**config.mk**
```make
export PLATFORM = sky130hd
export DESIGN_NAME = ising_prog_seq
export DESIGN_NICKNAME = d
export VERILOG_FILES = /design/src/rtl/ising_prog_seq.sv
export SDC_FILE = /design/constraint.sdc
export NUM_CORES = 1
export LEC_CHECK = 0
export ABC_AREA = 1
export CORE_MARGIN = 1
export CORE_UTILIZATION = 40
export DETAILED_ROUTE_END_ITERATION = 8
export DONT_BUFFER_PORTS = 1
export PLACE_DENSITY = 0.51
export SKIP_CTS_REPAIR_TIMING = 1
export SLEW_MARGIN = 15
export SYNTH_ARGS = -nofsm -noshare
export SYNTH_HDL_FRONTEND = slang
export SYNTH_SLANG_ARGS = --single-unit
```
**constraint.sdc**
```tcl
create_clock -name clk -period 2.35 [get_ports clk]
set_input_delay 0.3525 -clock clk [delete_from_list [all_inputs] [get_ports clk]]
set_output_delay 0.3525 -clock clk [all_outputs]
set_load 0.05 [all_outputs]
```
**src/rtl/ising_prog_seq.sv**
```systemverilog
// ============================================================================
//  Module   : ising_prog_seq
//  Purpose  : Host-side programming sequencer for ising_axi. Writes the
//             cutoff/max counters, consumes a stream of (i,j,w) edges and
//             writes each weight symmetrically, issues START, waits a run
//             window, then reads the N phases back and emits a thresholded
//             N-bit spin vector with a one-cycle done pulse.
//  Ports    : clk, axi_rstn (sync, active low)
//             go, cfg_cutoff, cfg_max, cfg_start, run_cycles  - job setup
//             e_valid/e_ready, e_i, e_j, e_w, e_last           - edge stream
//             wready, wr_addr, wdata                           - write port
//             araddr, rdata                                    - read port
//             busy, done, spins, err_idx                       - status
//  Revision : 1.0 - initial release
// ============================================================================
`default_nettype none

`ifndef START_ADDR
`define START_ADDR        32'h0000_0000
`endif
`ifndef CTR_CUTOFF_ADDR
`define CTR_CUTOFF_ADDR   32'h0000_0004
`endif
`ifndef CTR_MAX_ADDR
`define CTR_MAX_ADDR      32'h0000_0008
`endif
`ifndef PHASE_ADDR_BASE
`define PHASE_ADDR_BASE   32'h0001_0000
`endif
`ifndef WEIGHT_ADDR_BASE
`define WEIGHT_ADDR_BASE  32'h0100_0000
`endif

module ising_prog_seq #(
    parameter int N        = 8,
    parameter int READ_LAT = 1,
    parameter int CNT_W    = 32,
    parameter int IDX_W    = (N > 1) ? $clog2(N) : 1
) (
    input  logic             clk,
    input  logic             axi_rstn,
    input  logic             go,
    input  logic [31:0]      cfg_cutoff,
    input  logic [31:0]      cfg_max,
    input  logic [31:0]      cfg_start,
    input  logic [CNT_W-1:0] run_cycles,
    input  logic             e_valid,
    output logic             e_ready,
    input  logic [IDX_W-1:0] e_i,
    input  logic [IDX_W-1:0] e_j,
    input  logic [31:0]      e_w,
    input  logic             e_last,
    output logic             wready,
    output logic [31:0]      wr_addr,
    output logic [31:0]      wdata,
    output logic [31:0]      araddr,
    input  logic [31:0]      rdata,
    output logic             busy,
    output logic             done,
    output logic [N-1:0]     spins,
    output logic             err_idx
);

    localparam int               c_k_w    = (N > 1) ? $clog2(N) : 1;
    localparam int               c_lat_w  = $clog2(READ_LAT + 1);
    localparam logic [c_k_w-1:0] c_k_last = c_k_w'(N - 1);
    localparam logic [c_lat_w-1:0] c_lat  = c_lat_w'(READ_LAT);
    localparam logic [31:0]      c_n      = 32'(N);

    // Each write state is the cycle in which its write is on the port.
    typedef enum logic [3:0] {
        S_IDLE    = 4'd0,
        S_W_CUT   = 4'd1,
        S_W_MAX   = 4'd2,
        S_EDGE    = 4'd3,
        S_W_IJ    = 4'd4,
        S_W_JI    = 4'd5,
        S_W_START = 4'd6,
        S_RUN     = 4'd7,
        S_RD      = 4'd8,
        S_DONE    = 4'd9
    } state_t;

    state_t               r_state;
    logic [31:0]          r_cutoff;
    logic [31:0]          r_max;
    logic [31:0]          r_start;
    logic [CNT_W-1:0]     r_run;
    logic [CNT_W-1:0]     r_cnt;
    logic [IDX_W-1:0]     r_i;
    logic [IDX_W-1:0]     r_j;
    logic [31:0]          r_w;
    logic                 r_last;
    logic [c_k_w-1:0]     r_k;
    logic [c_lat_w-1:0]   r_lat;
    logic [N-1:0]         r_shadow;

    logic                 w_idx_bad;
    logic [c_k_w-1:0]     w_k_next;
    logic [N-1:0]         w_shadow_next;

    function automatic logic [31:0] weight_addr(input logic [IDX_W-1:0] row,
                                                input logic [IDX_W-1:0] col);
        return `WEIGHT_ADDR_BASE + (32'(row) << 2) + (32'(col) << 13);
    endfunction

    function automatic logic [31:0] phase_addr(input logic [c_k_w-1:0] k);
        return `PHASE_ADDR_BASE + (32'(k) << 2);
    endfunction

    always_comb begin
        w_idx_bad = (32'(e_i) >= c_n) || (32'(e_j) >= c_n);
        w_k_next  = r_k + c_k_w'(1);
        // Shadow with the phase currently on rdata folded in at bit k.
        w_shadow_next      = r_shadow;
        w_shadow_next[r_k] = (rdata >= r_cutoff);
    end

    always_ff @(posedge clk) begin
        if (!axi_rstn) begin
            r_state  <= S_IDLE;
            e_ready  <= 1'b0;
            wready   <= 1'b0;
            wr_addr  <= '0;
            wdata    <= '0;
            araddr   <= '0;
            busy     <= 1'b0;
            done     <= 1'b0;
            spins    <= '0;
            err_idx  <= 1'b0;
            r_cutoff <= '0;
            r_max    <= '0;
            r_start  <= '0;
            r_run    <= '0;
            r_cnt    <= '0;
            r_i      <= '0;
            r_j      <= '0;
            r_w      <= '0;
            r_last   <= 1'b0;
            r_k      <= '0;
            r_lat    <= '0;
            r_shadow <= '0;
        end else begin
            done <= 1'b0;
            case (r_state)
                S_IDLE: begin
                    if (go) begin
                        r_cutoff <= cfg_cutoff;
                        r_max    <= cfg_max;
                        r_start  <= cfg_start;
                        r_run    <= run_cycles;
                        err_idx  <= 1'b0;
                        busy     <= 1'b1;
                        wready   <= 1'b1;
                        wr_addr  <= `CTR_CUTOFF_ADDR;
                        wdata    <= cfg_cutoff;
                        r_state  <= S_W_CUT;
                    end
                end
                S_W_CUT: begin
                    wr_addr <= `CTR_MAX_ADDR;
                    wdata   <= r_max;
                    r_state <= S_W_MAX;
                end
                S_W_MAX: begin
                    wready  <= 1'b0;
                    e_ready <= 1'b1;
                    r_state <= S_EDGE;
                end
                S_EDGE: begin
                    if (e_valid) begin
                        if (w_idx_bad) begin
                            // Dropped edge: stays in EDGE unless it was the last.
                            err_idx <= 1'b1;
                            if (e_last) begin
                                e_ready <= 1'b0;
                                wready  <= 1'b1;
                                wr_addr <= `START_ADDR;
                                wdata   <= r_start;
                                r_state <= S_W_START;
                            end
                        end else begin
                            r_i     <= e_i;
                            r_j     <= e_j;
                            r_w     <= e_w;
                            r_last  <= e_last;
                            e_ready <= 1'b0;
                            wready  <= 1'b1;
                            wr_addr <= weight_addr(e_i, e_j);
                            wdata   <= e_w;
                            r_state <= S_W_IJ;
                        end
                    end
                end
                S_W_IJ: begin
                    if (r_i != r_j) begin
                        wr_addr <= weight_addr(r_j, r_i);
                        wdata   <= r_w;
                        r_state <= S_W_JI;
                    end else if (r_last) begin
                        wr_addr <= `START_ADDR;
                        wdata   <= r_start;
                        r_state <= S_W_START;
                    end else begin
                        wready  <= 1'b0;
                        e_ready <= 1'b1;
                        r_state <= S_EDGE;
                    end
                end
                S_W_JI: begin
                    if (r_last) begin
                        wr_addr <= `START_ADDR;
                        wdata   <= r_start;
                        r_state <= S_W_START;
                    end else begin
                        wready  <= 1'b0;
                        e_ready <= 1'b1;
                        r_state <= S_EDGE;
                    end
                end
                S_W_START: begin
                    wready <= 1'b0;
                    if (r_run == '0) begin
                        araddr  <= phase_addr('0);
                        r_k     <= '0;
                        r_lat   <= c_lat_w'(1);
                        r_state <= S_RD;
                    end else begin
                        r_cnt   <= r_run;
                        r_state <= S_RUN;
                    end
                end
                S_RUN: begin
                    if (r_cnt == CNT_W'(1)) begin
                        araddr  <= phase_addr('0);
                        r_k     <= '0;
                        r_lat   <= c_lat_w'(1);
                        r_state <= S_RD;
                    end else begin
                        r_cnt <= r_cnt - CNT_W'(1);
                    end
                end
                S_RD: begin
                    // r_lat counts edges since araddr changed; rdata is
                    // sampled on the READ_LAT-th one.
                    if (r_lat == c_lat) begin
                        if (r_k == c_k_last) begin
                            spins   <= w_shadow_next;
                            done    <= 1'b1;
                            r_state <= S_DONE;
                        end else begin
                            r_shadow <= w_shadow_next;
                            r_k      <= w_k_next;
                            araddr   <= phase_addr(w_k_next);
                            r_lat    <= c_lat_w'(1);
                        end
                    end else begin
                        r_lat <= r_lat + c_lat_w'(1);
                    end
                end
                S_DONE: begin
                    busy    <= 1'b0;
                    r_state <= S_IDLE;
                end
                default: begin
                    e_ready <= 1'b0;
                    wready  <= 1'b0;
                    busy    <= 1'b0;
                    r_state <= S_IDLE;
                end
            endcase
        end
    end

endmodule

`default_nettype wire

```
==> results.md <==
- The number of synthesized flops with an enable pin is 0.
- The initial utilization of the core area, before any placement, comes to 0.406.
- The die area is 35800 um^2.
- The detail-routed net length per standard cell is 17.2 um.
- The most critical setup path has its startpoint at r_state[1]$_SDFFE_PN0P_.
- Broken down by cell family, the worst path's largest delay share belongs to buffers and inverters.
- By area, the combinational part of the netlist is dominated by compound AO/OA/AOI/OAI gates.
- The routed wire length on met3 is between 2000 and 3000 um.
- Sorting the synthesized cells by how often they occur yields nand2_1, dfxtp_1, a21oi_1, o21ai_0, inv_1.
- The worst min-delay path class is in -> reg.
- STA classifies the critical path endpoint as a flip-flop.
- The area of the core is 34500 um^2.
- For this run, the number of Yosys warnings is 0.
- The critical path's largest stage delay is roughly 0.58 ns.
- The total global routing overflow is 0.
- The via count of the first global-routing pass came to 11.7k.
- The startpoint class of the critical path is a flip-flop.
- The post-route minimum period is 2.18 ns.
- The number of max-slew violations in the final report is 0.
- Setup repair after global routing left no endpoint under its margin.
- The post-synthesis instance area is 14000 um^2.
- The count of endpoints failing setup in the final report is 0.
- The count of buffers added on input and output ports is 0.
- The end of the worst register-to-register path is wr_addr[2]$_SDFFE_PN0P_.
- The cell with the most instances after synthesis is nand2_1.
- The worst setup path is of the reg -> reg kind.
- The total number of H-tree levels is 2.
- The die span in y is 189 um.
- In the global route stage, overall resource usage came out at 0.226.
- The cell type of the slowest stage on the worst timing path is buf_4.
- Traced cell by cell, the critical path runs through nand2_2 -> nor3_4 -> nand2_2 -> o21ai_2 -> nand2_2 -> inv_2 -> buf_4 -> o21ai_0 -> a41oi_1.
- The cell at the root of the clock tree is clkbuf_16.
- The aggregate negative setup slack is 0 ns.
- Together, buffers and inverters on the worst path number 2.
- The register-to-register setup slack is 0.17 ns.
- The async set-reset flop share out of synthesis is 0.
- The number of DRC violations after detailed routing is 0.
- The final core utilization is 0.454.
- The worst pin sits at a relative slew slack of 0.515.
- The post-synthesis compound-gate area fraction is 0.234.
- Of the post-synthesis cell area, the dominant cell type holds 0.417.
- Measured along the x axis, the die boundary spans 189 um.
- The number of ports placed on the die boundary is between 300 and 400.
- The net total in the final layout is 2194.
- The total count of hold-check failures in the final report is 2.
- The initialized floorplan defines 68 standard-cell rows.
- The worst endpoint data arrival time is between 2 and 3 ns.
- The detailed-route wire length on metal 1 is ~18000 um.
- Of the synthesized area, sequential elements account for 0.417.
- In the finished design, the share of the clock period the worst path needs comes to 0.928.
- The worst setup path endpoint is wr_addr[2]$_SDFFE_PN0P_.
- The routed design has between 40000 and 50000 um of wire.
- The pre-antenna-repair detailed-routing pass consisted of 5 iterations.
- After synthesis, the mean cell area works out to 7.06 um^2.
- The startpoint identified for the worst register-to-register timing path is r_state[1]$_SDFFE_PN0P_.
- The largest total area in the synthesized netlist belongs to dfxtp_1.
- At the pin with the least slew margin, the transition time is ~0.73 ns.
- The detail route stage leaves a number of antenna-violating nets equal to 0.
- The flow ran to the end, but the final reports show violations.
- The count of distinct cell types in the synthesized netlist is 39.
- At the end of routability-driven placement, the weighted congestion stood at around 0.83.
- The detailed router used layers up to and including met5.
- The synthesized design contains between 200 and 300 register bits.
- The critical path's most frequent cell is nand2_2.
- The HPWL after detailed placement is 28100 um.
- The number of vias after detailed routing is 12.7k.
- Entering global routing, the biggest net connects approximately 230 pins.
- The clock sink count is about 290.
- Among all flip-flop cells after synthesis, the most frequent one is dfxtp_1.
- The final reports fail on hold timing.
- The portion of netlist area occupied by mux cells is 0.
- Of the cells placed in the final design, the portion with a size suffix greater than 1 is 0.0642.
- The total number of cells along the worst setup path is 9.
- For the worst setup path, the data required time is around 2.8 ns.
- After synthesis, the cell types taking the most area are dfxtp_1, a21oi_1, o21ai_0.
- For this design the ratio of total power to cell area is ~1200 nW/um^2.
- Of all nets on the critical path, the largest fanout is 65.
- The clock tree skew after final layout is between 0.01 and 0.015 ns.
- The total CTS buffers is 35.
- The worst register-to-register path has a depth of 9.
- The first global-routing pass estimated 64500 um of wire.
- The area growth from synthesis to layout is 11.7%.
- The count of max-cap constraint violations is 0.
- At the later pin of the worst-skew pair, clock insertion delay measures around 0.53 ns.
- For this design the static power due to leakage is 0.00643 uW.
- The tightest hold path in the finished design has a slack of -0.00247 ns.
- Of the total synthesized cell area, the portion taken by full adders, half adders and majority gates is 0.0321.
- The number of instances in the synthesized netlist is 1987.
- The amount of wire on met2 after detailed routing is around 20000 um.
- Of the total synthesized cell area, the portion taken by XOR and XNOR cells is 0.00749.
- The number of antenna violations at the first check in global routing is 10.
- The TritonCTS clock tree is yes.
- In the routed layout, each cell is associated on average with a via count of roughly 5.2.
- Static timing analysis puts the maximum clock frequency at around 0.46 GHz.
- The largest buffer count on any clock path is 3.
- The simple-gate share of the synthesized area is 0.195.
- After clock tree synthesis, the clock-pin slew on the worst setup and hold paths is 0.06 ns.
- The worst ir drop on vdd is approximately 660 uV.
- The first routing iteration left 773 violations.
==> layout make-up <==
| class | instances | area [um^2] |
|---|---|---|
| fill | 3623 | 18900 |
| multi-input combinational | 1350 | 6700 |
| sequential | 292 | 5850 |
| clock buffer | 54 | 1070 |
| inverter | 221 | 830 |
| timing repair buffer | 55 | 579 |
| tap | 455 | 569 |
| clock inverter | 6 | 70.1 |
| antenna | 4 | 10.0 |
==> worst register-to-register path: cells and delay by family (launching register included) <==
| family | cells | cell delay [ns] |
|---|---|---|
| buf+inv | 2 | 0.65 |
| compound gates | 3 | 0.43 |
| flops | 1 | 0.54 |
| simple gates | 4 | 0.49 |
==> worst min-delay path by stage <==
stage | from | endpoint | depth (start not counted)
detailed placement | r_start[23]$_SDFFE_PN0P_ | r_start[23]$_SDFFE_PN0P_ | 2
CTS | axi_rstn | r_cnt[3]$_SDFFE_PN0P_ | 2
global route | e_w[26] | r_w[26]$_SDFFE_PN0P_ | 2
global placement | r_start[20]$_SDFFE_PN0P_ | r_start[20]$_SDFFE_PN0P_ | 2
finish | e_w[26] | r_w[26]$_SDFFE_PN0P_ | 2
floorplan | r_start[31]$_SDFFE_PN0P_ | r_start[31]$_SDFFE_PN0P_ | 2
==> cells in the final DEF, fill, tap and decap left out, types with 10 or more instances in the layout <==
master | synthesis | final
nand2_1 | 310 | 310
nor3_1 | 11 | 11
buf_4 | 37 | 25
clkbuf_16 | 0 | 36
dlygate4sd3_1 | 0 | 20
clkbuf_8 | 0 | 10
ha_1 | 36 | 36
a21oi_1 | 289 | 289
conb_1 | 1 | 29
o21ai_0 | 276 | 276
nor2_1 | 122 | 122
or2_2 | 11 | 11
o21ai_1 | 38 | 38
inv_1 | 213 | 212
a211oi_1 | 12 | 12
o211ai_1 | 11 | 11
nand3_1 | 147 | 146
nand4_1 | 13 | 13
dfxtp_1 | 292 | 292
==> logic make-up (layout without fill, tap and decap cells) <==
logic type	after synthesis	count (layout)
other	1	33
XOR/XNOR	12	12
AND/OR/NAND/NOR	636	636
AO/OA/AOI/OAI	637	637
adder cells (fa/ha/maj)	36	36
buffers and inverters	373	336
flip-flops	292	292
==> layer usage <==
layer	up-vias	track usage
li1	6461	-
met2	319	0.380
met4	10	0.0813
met3	75	0.0628
met1	5805	0.276
met5	-	0
==> power by group <==
part           switching [uW]  leakage (uW)  internal [uW]
Clock                    2140      0.000562           3240
Combinational            3750       0.00348           1910
Sequential               1720       0.00239           6020
==> flip-flops by register name (all words and copies together) (netlist names) <==
name	count
r_shadow	8
r_max	32
r_cutoff	32
r_k	2
done	1
r_cnt	32
r_w	32
wr_addr	32
wdata	32
r_lat	1
r_run	32
r_j	3
e_ready	1
wready	1
r_start	32
busy	1
r_i	3
spins	8
araddr	2
r_last	1
r_state	4
==> stage by stage <==
stage	cell area (um^2)	power (uW)	worst slack [ns]	std cells	hold WS [ns]
floorplan	14100	12000	0.411	2015	0.424
global placement	14300	13300	0.222	2353	0.432
detailed placement	14300	13500	0.149	2353	0.440
CTS	15500	18900	0.114	2413	-0.0487
global route	15700	20000	0.0126	2436	0.000245
finish	15700	18800	0.170	2437	-0.00247
Note: power is estimated with default switching activity, not from simulation.
==> variant (config.mk and constraints unchanged) <==
Change the parameter `N` from 8 to 16.
--- a/src/rtl/ising_prog_seq.sv
+++ b/src/rtl/ising_prog_seq.sv
@@ -33,5 +33,5 @@
 
 module ising_prog_seq #(
-    parameter int N        = 8,
+    parameter int N        = 16,
     parameter int READ_LAT = 1,
     parameter int CNT_W    = 32,
Ports: changed (resized e_i, e_j and spins); port bits go from 312 to 322. The function was not compared with the original's and may differ.
==> variant against the unedited design <==
  * Hold slack improved by 3.2 ps
  * Largest power group unchanged
  * Clock power rose by 11%
  * Core utilization rose by 0.32 points
  * Final area rose by 11%
  * Setup slack improved by 120 ps
  * Sequential cell count rose by 19
  * Non-clock buffer count rose by 4
  * Area after synthesis rose by 10%
  * Total power rose by 2.7%
  * Routed wire length rose by 16%
  * Critical path depth rose by 1
==> variant: results <==
[outcome]
status = finished, final reports clean

[drt]
wl_met2_um = 21400
top_layer = met4
drt_iter0_drc = 720
routed_wirelength_um = 48800
wl_met1_um = 22500
num_vias = 14200

[grt]
grtUsageMet1 = 0.320
met2_usage = 0.367
grt_max_degree = 280
antenna_found_initial = 4
first_global_vias = 13000
grt_usage = 0.237
use_met3 = 0.0610

[worst_setup_path]
crit_arrival_ps = 2550
crit_path_max_fanout = 32
worst_r2r_path_depth = 10

[timing]
fin_skew_ps = 9.41
worstMarginPinSlew_ps = 828

[pwr]
power_leakage_uw = 0.00724
vdd_drop_max_v = 0.000727

[synth]
yosysSeqAreaShare = 0.402
ys_top_cells_by_area = dfxtp_1, o21ai_0, a21oi_1, nand2_1, inv_1
synthTopCellsByCount = o21ai_0, nand2_1, dfxtp_1
synth_fa_ha_area_frac = 0.0307
synth_compound_area_frac = 0.230
netlist_instances = 2225
synth.distinct_cells = 47

[placed_design]
dp_cells = 2647
place_ws_ps = 278
place_congestion = 0.873
place_hpwl_um = 32400

[final_layout]
fin_nets = 2431
drive_above_1_share = 0.0853

[clocking]
clk_latency_ps = 550
numCtsBuffers = 38
-- variant: cell types whose count changed after synthesis, sizes merged, moves of 12 or more --
cell,change
o2111ai,+32
clkbuf,+28
o21ai,+36
a211oi,-12
inv,+71
buf,-17
nor2,+87
nand2,+23
a21oi,-27
dfxtp,+19
-- variant: final timing paths --
kind | from | end | slack, ps
max | r_state[3]$_SDFFE_PN0P_ | wdata[19]$_SDFFE_PN0P_ | 290
min | cfg_cutoff[19] | r_cutoff[19]$_SDFFE_PN0P_ | 0.7
max reg2reg | r_state[3]$_SDFFE_PN0P_ | wdata[19]$_SDFFE_PN0P_ | 290
min reg2reg | r_shadow[15]$_SDFFE_PN0P_ | r_shadow[15]$_SDFFE_PN0P_ | 420
-- variant: per-stage QoR --
stage / util / hold slack (ps)
6_report: 0.457 / 0.730
5_1_grt: 0.457 / 0.570
4_1_cts: 0.453 / -105
3_5_place_dp: 0.419 / 416
3_3_place_gp: 0.419 / 412
2_1_floorplan: - / 402
-- variant: where the power goes --
part	switching [uW]	internal [uW]	total, uW
Combinational	3940	1850	5800
Clock	2370	3580	5950
Sequential	1300	6220	7520
Total	7610	11700	19300
-- variant: critical path, cell delays in order (launching register included) --
cell	delay, ps
dfxtp_1	380
nor2_2	280
inv_2	90
nor2_4	130
nand2_2	70
o21ai_2	90
nand2_4	180
inv_2	120
buf_4	370
o21ai_0	140
nor2_1	130
-- variant: cell type report --
cell class                      instances  area, sq um
Clock buffer                           56         1140
Sequential cell                       311         6230
Inverter                              292         1100
Multi-Input combinational cell       1486         7500
Fill cell                            3991        20600
Antenna cell                            4         10.0
Clock inverter                         13          134
Timing Repair Buffer                   59          583
Tap cell                              511          639
